--- config.mk ---
export PLATFORM = sky130hd
export DESIGN_NAME = branch_resolve_predict_flat
export DESIGN_NICKNAME = d
export VERILOG_FILES = /design/src/rtl/branch_resolve_predict_if.sv /design/src/rtl/branch_resolve_predict.sv /design/src/flat_wrapper.sv
export SDC_FILE = /design/constraint.sdc
export NUM_CORES = 1
export LEC_CHECK = 0
export CAP_MARGIN = 20
export CORE_AREA = 2 2 95 97
export CTS_BUF_LIST = sky130_fd_sc_hd__clkbuf_4 sky130_fd_sc_hd__clkbuf_8
export DETAILED_ROUTE_END_ITERATION = 8
export DIE_AREA = 0 0 97 99
export PLACE_DENSITY_LB_ADDON = 0.1
export SYNTH_ARGS = -nofsm -noshare
export SYNTH_HDL_FRONTEND = slang
export SYNTH_SLANG_ARGS = --single-unit
--- constraint.sdc ---
create_clock -name clk -period 7.1 [get_ports clk]
set_clock_uncertainty 0.2 [all_clocks]
set_input_delay 1.775 -clock clk [delete_from_list [all_inputs] [get_ports clk]]
set_output_delay 1.775 -clock clk [all_outputs]
set_load 0.01 [all_outputs]
--- src/rtl/branch_resolve_predict_if.sv ---
// Bundle of the resolve request, fetch-side lookup and registered result /
// statistics signals for branch_resolve_predict.
//   master: drives the request (in_valid, branch, op_a, op_b, pc, pred_taken,
//           stall) and lookup_pc; observes lookup_taken, res_*, counts.
//   slave : the resolver/predictor itself.
interface branch_resolve_predict_if #(
  parameter int XLEN  = 32,
  parameter int CNT_W = 16
);
  logic             in_valid;
  logic [3:0]       branch;
  logic [XLEN-1:0]  op_a;
  logic [XLEN-1:0]  op_b;
  logic [31:0]      pc;
  logic             pred_taken;
  logic             stall;
  logic [31:0]      lookup_pc;
  logic             lookup_taken;
  logic             res_valid;
  logic             res_taken;
  logic             res_link;
  logic             res_mispredict;
  logic [CNT_W-1:0] branch_count;
  logic [CNT_W-1:0] mispredict_count;

  modport master (
    output in_valid, branch, op_a, op_b, pc, pred_taken, stall, lookup_pc,
    input  lookup_taken, res_valid, res_taken, res_link, res_mispredict,
           branch_count, mispredict_count
  );
  modport slave (
    input  in_valid, branch, op_a, op_b, pc, pred_taken, stall, lookup_pc,
    output lookup_taken, res_valid, res_taken, res_link, res_mispredict,
           branch_count, mispredict_count
  );
endinterface

--- src/rtl/branch_resolve_predict.sv ---
// Branch resolver with a bimodal (2-bit saturating counter) predictor.
// Ports:
//   clk  - rising-edge clock
//   rst  - asynchronous active-high reset
//   bus  - branch_resolve_predict_if.slave: request in, lookup, registered
//          one-cycle result, saturating branch/mispredict statistics.
// A request is accepted when in_valid & ~stall; its result appears on the
// next edge. stall freezes the result stage and blocks all state updates.
module branch_resolve_predict #(
  parameter int XLEN      = 32,
  parameter int PHT_DEPTH = 16,
  parameter int CNT_W     = 16,
  localparam int IDX_W    = $clog2(PHT_DEPTH)
) (
  input logic clk,
  input logic rst,
  branch_resolve_predict_if.slave bus
);
  localparam logic [3:0] BEQ = 4'd0, BNE = 4'd1, BGEZ = 4'd2, BGTZ = 4'd3,
                         BLEZ = 4'd4, BLTZ = 4'd5, BGEZAL = 4'd6, BLTZAL = 4'd7;

  logic [1:0]       pht [PHT_DEPTH];
  logic             accept, is_br, taken, sign_a, zero_a, link;
  logic [IDX_W-1:0] upd_idx, lk_idx;

  assign sign_a  = bus.op_a[XLEN-1];
  assign zero_a  = (bus.op_a == '0);
  assign accept  = bus.in_valid & ~bus.stall;
  // Codes 1000-1111 are not branches: only the low eight codes are real.
  assign is_br   = ~bus.branch[3];
  assign link    = (bus.branch == BGEZAL) || (bus.branch == BLTZAL);
  assign upd_idx = bus.pc[IDX_W+1:2];
  assign lk_idx  = bus.lookup_pc[IDX_W+1:2];

  always_comb begin
    taken = 1'b0;
    case (bus.branch)
      BEQ:            taken = (bus.op_a == bus.op_b);
      BNE:            taken = (bus.op_a != bus.op_b);
      BGEZ, BGEZAL:   taken = ~sign_a;
      BGTZ:           taken = ~sign_a & ~zero_a;
      BLEZ:           taken = sign_a | zero_a;
      BLTZ, BLTZAL:   taken = sign_a;
      default:        taken = 1'b0;
    endcase
  end

  // Reads registered table only, so an update in this cycle is not seen.
  assign bus.lookup_taken = pht[lk_idx][1];

  always_ff @(posedge clk or posedge rst) begin
    if (rst) begin
      bus.res_valid      <= 1'b0;
      bus.res_taken      <= 1'b0;
      bus.res_link       <= 1'b0;
      bus.res_mispredict <= 1'b0;
    end else if (!bus.stall) begin
      bus.res_valid      <= bus.in_valid;
      bus.res_taken      <= bus.in_valid & taken;
      bus.res_link       <= bus.in_valid & link;
      bus.res_mispredict <= bus.in_valid & is_br & (taken != bus.pred_taken);
    end
  end

  always_ff @(posedge clk or posedge rst) begin
    if (rst) begin
      for (int i = 0; i < PHT_DEPTH; i++) pht[i] <= 2'b01;
    end else if (accept && is_br) begin
      if (taken && pht[upd_idx] != 2'b11)       pht[upd_idx] <= pht[upd_idx] + 2'b01;
      else if (!taken && pht[upd_idx] != 2'b00) pht[upd_idx] <= pht[upd_idx] - 2'b01;
    end
  end

  always_ff @(posedge clk or posedge rst) begin
    if (rst) begin
      bus.branch_count     <= '0;
      bus.mispredict_count <= '0;
    end else if (accept && is_br) begin
      if (bus.branch_count != '1) bus.branch_count <= bus.branch_count + 1'b1;
      if (taken != bus.pred_taken && bus.mispredict_count != '1)
        bus.mispredict_count <= bus.mispredict_count + 1'b1;
    end
  end

  // Address bits outside the table index do not affect prediction.
  logic unused_bits;
  assign unused_bits = ^{bus.pc[31:IDX_W+2], bus.pc[1:0],
                         bus.lookup_pc[31:IDX_W+2], bus.lookup_pc[1:0]};
endmodule

--- src/flat_wrapper.sv ---
// flat-port wrapper written by rule: the top's interface ports become plain ports
module branch_resolve_predict_flat 
#(
  parameter int XLEN      = 32,
  parameter int PHT_DEPTH = 16,
  parameter int CNT_W     = 16,
  localparam int IDX_W    = $clog2(PHT_DEPTH)
)
  (clk, rst, bus_in_valid, bus_branch, bus_op_a, bus_op_b, bus_pc, bus_pred_taken, bus_stall, bus_lookup_pc, bus_lookup_taken, bus_res_valid, bus_res_taken, bus_res_link, bus_res_mispredict, bus_branch_count, bus_mispredict_count);
  branch_resolve_predict_if #(.XLEN(XLEN), .CNT_W(CNT_W)) bus_i ();
  input logic clk;
  input logic rst;
  input wire logic [$bits(bus_i.in_valid)-1:0] bus_in_valid;
  input wire logic [$bits(bus_i.branch)-1:0] bus_branch;
  input wire logic [$bits(bus_i.op_a)-1:0] bus_op_a;
  input wire logic [$bits(bus_i.op_b)-1:0] bus_op_b;
  input wire logic [$bits(bus_i.pc)-1:0] bus_pc;
  input wire logic [$bits(bus_i.pred_taken)-1:0] bus_pred_taken;
  input wire logic [$bits(bus_i.stall)-1:0] bus_stall;
  input wire logic [$bits(bus_i.lookup_pc)-1:0] bus_lookup_pc;
  output wire logic [$bits(bus_i.lookup_taken)-1:0] bus_lookup_taken;
  output wire logic [$bits(bus_i.res_valid)-1:0] bus_res_valid;
  output wire logic [$bits(bus_i.res_taken)-1:0] bus_res_taken;
  output wire logic [$bits(bus_i.res_link)-1:0] bus_res_link;
  output wire logic [$bits(bus_i.res_mispredict)-1:0] bus_res_mispredict;
  output wire logic [$bits(bus_i.branch_count)-1:0] bus_branch_count;
  output wire logic [$bits(bus_i.mispredict_count)-1:0] bus_mispredict_count;
  assign bus_i.in_valid = bus_in_valid;
  assign bus_i.branch = bus_branch;
  assign bus_i.op_a = bus_op_a;
  assign bus_i.op_b = bus_op_b;
  assign bus_i.pc = bus_pc;
  assign bus_i.pred_taken = bus_pred_taken;
  assign bus_i.stall = bus_stall;
  assign bus_i.lookup_pc = bus_lookup_pc;
  assign bus_lookup_taken = bus_i.lookup_taken;
  assign bus_res_valid = bus_i.res_valid;
  assign bus_res_taken = bus_i.res_taken;
  assign bus_res_link = bus_i.res_link;
  assign bus_res_mispredict = bus_i.res_mispredict;
  assign bus_branch_count = bus_i.branch_count;
  assign bus_mispredict_count = bus_i.mispredict_count;
  branch_resolve_predict #(.XLEN(XLEN), .PHT_DEPTH(PHT_DEPTH), .CNT_W(CNT_W)) u_core (.clk(clk), .rst(rst), .bus(bus_i));
endmodule
==> results of run 1 <==
-- worst paths after layout --
| kind | start | to | slack (ns) | cells after the start |
|---|---|---|---|---|
| hold reg to reg | u_core.bus.branch_count[4] | u_core.bus.branch_count[4] | 0.30 | 1 |
| min in group asynchronous | rst | u_core.bus.mispredict_count[6] | 1.77 | 3 |
| max in group asynchronous | rst | u_core.bus.mispredict_count[12] | 4.34 | 3 |
| hold / removal | u_core.bus.branch_count[4] | u_core.bus.branch_count[4] | 0.30 | 1 |
| setup reg to reg | u_core.pht[25] | u_core.pht[19] | 3.93 | 6 |
| setup / recovery | bus_lookup_pc[2] | bus_lookup_taken | 1.16 | 4 |
-- layer usage --
layer / up-vias / wire length, µm
met5: - / 0
met4: 0 / 170
met2: 93 / 4510
met3: 14 / 498
met1: 1524 / 4300
li1: 1480 / -
-- power groups by stage --
stage	sequential, W	clock, W	combinational [W]
after CTS	0.000489	0.000332	0.000287
after detailed placement	0.000494	0	0.000286
final	0.000489	0.000322	0.000284
after floorplan	0.000497	0	0.000142
after global routing	0.000498	0.000348	0.000312
after global placement	0.000494	0	0.000281
-- worst max-delay path, stage by stage --
cell	delay (ns)
clkdlybuf4s50_1	0.64
mux4_2	0.58
mux4_2	0.48
clkdlybuf4s50_1	0.49
-- cell families (layout without fill, tap and decap cells) --
| logic type | count (synthesis) | in the layout | synth area share (%) |
|---|---|---|---|
| simple gates | 115 | 115 | 17.5 |
| flops | 68 | 68 | 43.4 |
| xor+xnor | 63 | 63 | 13.9 |
| mux | 54 | 54 | 19.3 |
| buf+inv | 16 | 142 | 2.24 |
| compound gates | 11 | 11 | 2.30 |
| fa+ha+maj | 4 | 4 | 1.26 |
-- cells in the final DEF (no fill, tap or decap), types with 2 or more instances in the layout --
| cell | Yosys | final |
|---|---|---|
| mux2_2 | 37 | 37 |
| clkinv_2 | 0 | 2 |
| o21ai_0 | 2 | 2 |
| nor2_1 | 9 | 9 |
| nand2b_1 | 6 | 6 |
| ha_1 | 4 | 4 |
| a22o_1 | 2 | 2 |
| mux2i_1 | 2 | 2 |
| or4_4 | 4 | 4 |
| inv_1 | 4 | 3 |
| clkbuf_8 | 1 | 9 |
| xor2_1 | 37 | 37 |
| dfrtp_1 | 52 | 52 |
| dfstp_2 | 16 | 16 |
| nor4_1 | 25 | 25 |
| clkdlybuf4s50_1 | 0 | 117 |
| nor3_1 | 2 | 2 |
| mux4_2 | 14 | 14 |
| nand3_1 | 8 | 8 |
| nand4_1 | 22 | 22 |
| buf_4 | 5 | 5 |
| or4_1 | 2 | 2 |
| xnor2_1 | 26 | 26 |
| and3_1 | 16 | 16 |
| inv_6 | 0 | 2 |
| nand2_1 | 11 | 11 |
-- through the flow --
| step | total power [W] | cell area [µm²] | instances | hold slack (ns) |
|---|---|---|---|---|
| floorplan | 0.000639 | 3960 | 331 | 0.291 |
| global placement | 0.000775 | 5230 | 549 | 0.279 |
| detailed placement | 0.000780 | 5230 | 549 | 0.281 |
| CTS | 0.00111 | 5430 | 565 | 0.302 |
| global route | 0.00116 | 5430 | 565 | 0.322 |
| finish | 0.00110 | 5430 | 565 | 0.298 |
-- cell type report --
| type | instances | area share, % |
|---|---|---|
| well taps | 108 | 2.49 |
| inverters | 4 | 0.276 |
| clock buffers | 9 | 2.28 |
| clock inverters | 7 | 1.36 |
| repair buffers | 122 | 22.3 |
| flip-flops and latches | 68 | 31.7 |
| multi-input cells | 247 | 39.6 |
==> flow_metrics.py, run 1 <==
metrics = {
    "run_status": {
        "outcome": "completed",
    },
    "global_route": {
        "grt_pass1_wl_um": 15700,
        "met3_usage_pct": 4.26,
        "grt.busiest_layer": "met2",
        "grt.overflow.total": 0,
        "grt_util_met2_pct": 32.2,
        "antenna_found_initial": 0,
        "grt_usage_pct": 20.4,
        "grt_start_max_net_pins": 69,
        "grt_pass1_vias": 3093,
        "use_met1_pct": 28.0,
    },
    "finish": {
        "nNetsFinal": 593,
        "area_delta_synth_final_pct": 37.0,
        "antenna_cells": 0,
        "final_core_util_pct": 63.5,
        "n_fill_cell": 692,
        "ff_latch_area_um2": 1720,
        "multi_input_area_um2": 2150,
        "drive_gt1_share_pct": 21.9,
    },
    "synthesis": {
        "synth_common_cells": "dfrtp_1 (52), mux2_2 (37), xor2_1 (37), xnor2_1 (26), nor4_1 (25)",
        "synth_nets": 472,
        "avgSynthCellArea_um2": 12.0,
        "ys_types": 43,
        "yosysMostFrequentCell": "dfrtp_1",
        "syn-cell-area_um2": 3960,
        "yosysTopAreaCellShare_pct": 32.8,
        "synth-edff-count": 0,
        "synthCells": 331,
        "synth-seq-cells": 68,
        "yosysSeqAreaShare_pct": 43.4,
        "synth_flop_cell": "dfrtp_1",
        "synthArstFlopShare_pct": 100,
        "ys_top_cells_by_area": "dfrtp_1 (33%), dfstp_2 (11%), mux2_2 (11%), xor2_1 (8.2%), mux4_2 (8.0%)",
        "yosysTopAreaCell": "dfrtp_1",
        "ys_warn_count": 0,
    },
    "hold_path": {
        "hold_path_class": "flip-flop to flip-flop",
    },
    "die": {
        "die_x_um": 97,
        "rows": 34,
        "die_h_um": 99,
        "die_area_um2": 9600,
        "start_util_pct": 46.4,
        "core_um2": 8550,
        "ios": 174,
    },
    "route": {
        "first_iter_violations": 81,
        "firstDrtPassIters": 4,
        "finalWirelength_um": 9480,
        "vias": 3111,
        "wl_per_cell_um": 16.8,
        "ant_nets": 0,
        "drc_errors": 0,
        "routed_via_density": 5.51,
    },
    "setup_path": {
        "crit_arrival_ns": 3.96,
        "cp.required_ns": 5.12,
        "crit_path_end_kind": "output port",
        "cp-start-kind": "input port",
        "cp_max_fo": 4,
        "crit_type": "input port to output port",
    },
    "sta": {
        "fin_crit_ns": 5.94,
        "slew_headroom_pct": 43.0,
        "hold_violations": 0,
        "finalSetupTns_ns": 0,
        "period_share_pct": 83.7,
        "tightest_slew_ns": 0.855,
        "maxSlewViolCount": 0,
        "clock.fmax_ghz": 0.168,
        "setup_viol_count_final": 0,
        "grt_setup_unrepaired": "no",
        "fin_ws_ns": 1.16,
    },
    "clocking": {
        "clk_pin_slew_ns": 0.08,
        "cts_resized": 0,
        "cts_tree": "built",
        "clockRootBuffer": "clkbuf_8",
        "cts_sinks": 68,
        "h-tree-depth": 3,
        "clockBufferDepth": 2,
        "hold_buffers": 0,
        "cts_post_setup_buffers_inserted": 0,
        "cts-buffers-inserted": 9,
        "insertion_delay_ns": 0.34,
    },
    "power_and_ir_drop": {
        "netSwitchingPower_w": 0.000319,
        "powerDensity_nw_per_um2": 202,
        "p_seq_share_pct": 44.6,
        "pwr-share-clk_pct": 29.4,
        "ir_drop_uv": 206,
        "switching_share_pct": 29.1,
        "p_leak_nw": 2.23,
        "p_int_w": 0.000777,
        "combPwrFrac_pct": 25.9,
    },
    "place": {
        "dpl_worst_slack_ns": 1.15,
        "place_congestion": 0.831,
        "port_buffers": 117,
        "dp_hpwl_um": 6970,
    },
    "job": {
        "max_cap_violations": 0,
    },
}
No activity file was read; power rests on OpenSTA's default activity.
==> run 2, diff against run 1 <==
CORE_AREA = 2 2 103 105   (was 2 2 95 97)
DIE_AREA = 0 0 105 107   (was 0 0 97 99)
clock period = 5.1 ns   (was 7.1 ns; I/O delays follow)
==> run 2 against run 1 <==
Total power increased by 35%. Flip-flop and latch count unchanged. Core utilization is 9.5 points lower. First-iteration DRC count grew 85%. Sequential share of layout area fell by 0.15 points. Routed wire length up 5.1%. Sequential power is 39% higher. Largest power group unchanged.
==> flow_metrics.py, run 2 (same netlist as run 1, synthesis figures left out) <==
metrics = {
    "run_status": {
        "outcome": "completed",
    },
    "sta": {
        "period_share_pct": 96.3,
        "setup_viol_count_final": 0,
        "clock.fmax_ghz": 0.204,
        "maxSlewViolCount": 0,
        "slew_headroom_pct": 44.1,
        "fin_crit_ns": 4.91,
        "tightest_slew_ns": 0.837,
        "finalSetupTns_ns": 0,
        "grt_setup_unrepaired": "no",
        "hold_violations": 0,
        "hold_ws_ns": 0.293,
    },
    "global_route": {
        "antenna_found_initial": 0,
        "grt.overflow.total": 0,
        "grt_pass1_wl_um": 16600,
        "grt_usage_pct": 18.5,
        "grt_pass1_vias": 3233,
        "grt_start_max_net_pins": 42,
    },
    "route": {
        "wl_per_cell_um": 16.7,
        "wl_met2_um": 4760,
        "vias": 3138,
        "dr.max_layer_used": "met4",
        "firstDrtPassIters": 4,
        "ant_nets": 0,
        "finalWirelength_um": 9960,
        "met1_length_um": 4540,
        "wl_met3_um": 448,
        "drc_errors": 0,
        "first_iter_violations": 150,
        "routed_via_density": 5.27,
    },
    "die": {
        "die_h_um": 107,
        "core_um2": 10100,
        "die_x_um": 105,
        "rows": 37,
        "start_util_pct": 39.3,
        "die_area_um2": 11200,
        "ios": 174,
    },
    "finish": {
        "drive_gt1_share_pct": 22.2,
        "nNetsFinal": 595,
        "antenna_cells": 0,
        "layout_commonest_cell": "clkdlybuf4s50_1",
        "area_delta_synth_final_pct": 37.7,
        "final_core_util_pct": 54.1,
        "final_cell_mix": "clkdlybuf4s50_1 (117), dfrtp_1 (52), xor2_1 (37), mux2_2 (37), xnor2_1 (26)",
        "n_fill_cell": 918,
    },
    "setup_path": {
        "crit_type": "input port to output port",
        "cp-start-kind": "input port",
        "reg2reg_to": "u_core.pht[13]",
        "reg2reg_depth": 6,
        "worstPathCellList": "clkdlybuf4s50_1, mux4_2, mux4_2, clkdlybuf4s50_1",
        "cp.required_ns": 3.62,
        "crit_path_end_kind": "output port",
        "cp_max_fo": 4,
        "rrSetupSlack_ns": 1.97,
        "critPathLaunch": "bus_lookup_pc[2]",
        "cp_num_buf_inv": 2,
        "worst_r2r_startpoint": "u_core.pht[9]",
        "critPathTopFamily": "buffers and inverters",
        "cpMaxStageDelayCell": "clkdlybuf4s50_1",
        "cp-endpoint": "bus_lookup_taken",
        "crit_cells": 4,
        "crit_arrival_ns": 3.44,
        "slowest_delay_ns": 0.63,
    },
    "power_and_ir_drop": {
        "switching_share_pct": 30.1,
        "p_leak_nw": 2.22,
        "p_int_w": 0.00104,
        "ir_drop_uv": 210,
        "netSwitchingPower_w": 0.000446,
        "combPwrFrac_pct": 27.1,
        "pwr-share-clk_pct": 27.0,
        "powerDensity_nw_per_um2": 272,
        "p_seq_share_pct": 45.9,
    },
    "clocking": {
        "clk_pin_slew_ns": 0.07,
        "h-tree-depth": 3,
        "cts_sinks": 68,
        "cts_resized": 0,
        "hold_buffers": 0,
        "clockBufferDepth": 2,
        "clockRootBuffer": "clkbuf_8",
        "cts_post_setup_buffers_inserted": 0,
        "cts-buffers-inserted": 9,
        "cts_tree": "built",
        "insertion_delay_ns": 0.35,
    },
    "job": {
        "max_cap_violations": 0,
    },
    "place": {
        "port_buffers": 117,
        "place_congestion": 0.822,
        "dp_hpwl_um": 7380,
    },
    "hold_path": {
        "hold_path_class": "flip-flop to flip-flop",
    },
}
[run 2: final cells by class]
type | count | area [µm²] | area share [%]
multi-input cells | 247 | 2150 | 39.5
flip-flops and latches | 68 | 1720 | 31.6
repair buffers | 124 | 1220 | 22.4
well taps | 136 | 170 | 3.12
clock buffers | 10 | 131 | 2.41
clock inverters | 6 | 41.3 | 0.757
inverters | 4 | 15.0 | 0.275
[run 2: how the worst min path moves through the flow]
stage                                         start                              end  slack [ns]  depth (start not counted)
floorplan                            u_core.pht[17]                   u_core.pht[17]        0.29                          1
global placement                u_core.bus.res_link              u_core.bus.res_link        0.27                          2
detailed placement       u_core.bus.branch_count[4]       u_core.bus.branch_count[4]        0.28                          1
CTS                 u_core.bus.mispredict_count[13]  u_core.bus.mispredict_count[13]        0.30                          1
global route        u_core.bus.mispredict_count[13]  u_core.bus.mispredict_count[13]        0.33                          1
finish                   u_core.bus.branch_count[4]       u_core.bus.branch_count[4]        0.29                          1
[run 2: power groups by stage]
stage | combinational [W] | clock, W | sequential, W
detailed placement | 0.000404 | 0 | 0.000689
floorplan | 0.000197 | 0 | 0.000692
CTS | 0.000405 | 0.000414 | 0.000681
finish | 0.000401 | 0.000400 | 0.000681
global route | 0.000436 | 0.000436 | 0.000693
global placement | 0.000393 | 0 | 0.000689
[run 2: metal layers]
layer	global-route usage, %	vias up
met4	6.95	0
met1	25.1	1553
met2	29.4	79
li1	-	1490
met5	0	-
met3	3.65	16
[run 2: stage by stage]
step                      instance area [µm²]  power [W]  std cells  setup slack [ns]
after global routing                     5460    0.00157        595            0.0949
final                                    5460    0.00148        595             0.189
after detailed placement                 5280    0.00109        579             0.156
after floorplan                          3960   0.000889        331             0.749
after CTS                                5460    0.00150        595             0.152
after global placement                   5280    0.00108        578             0.162
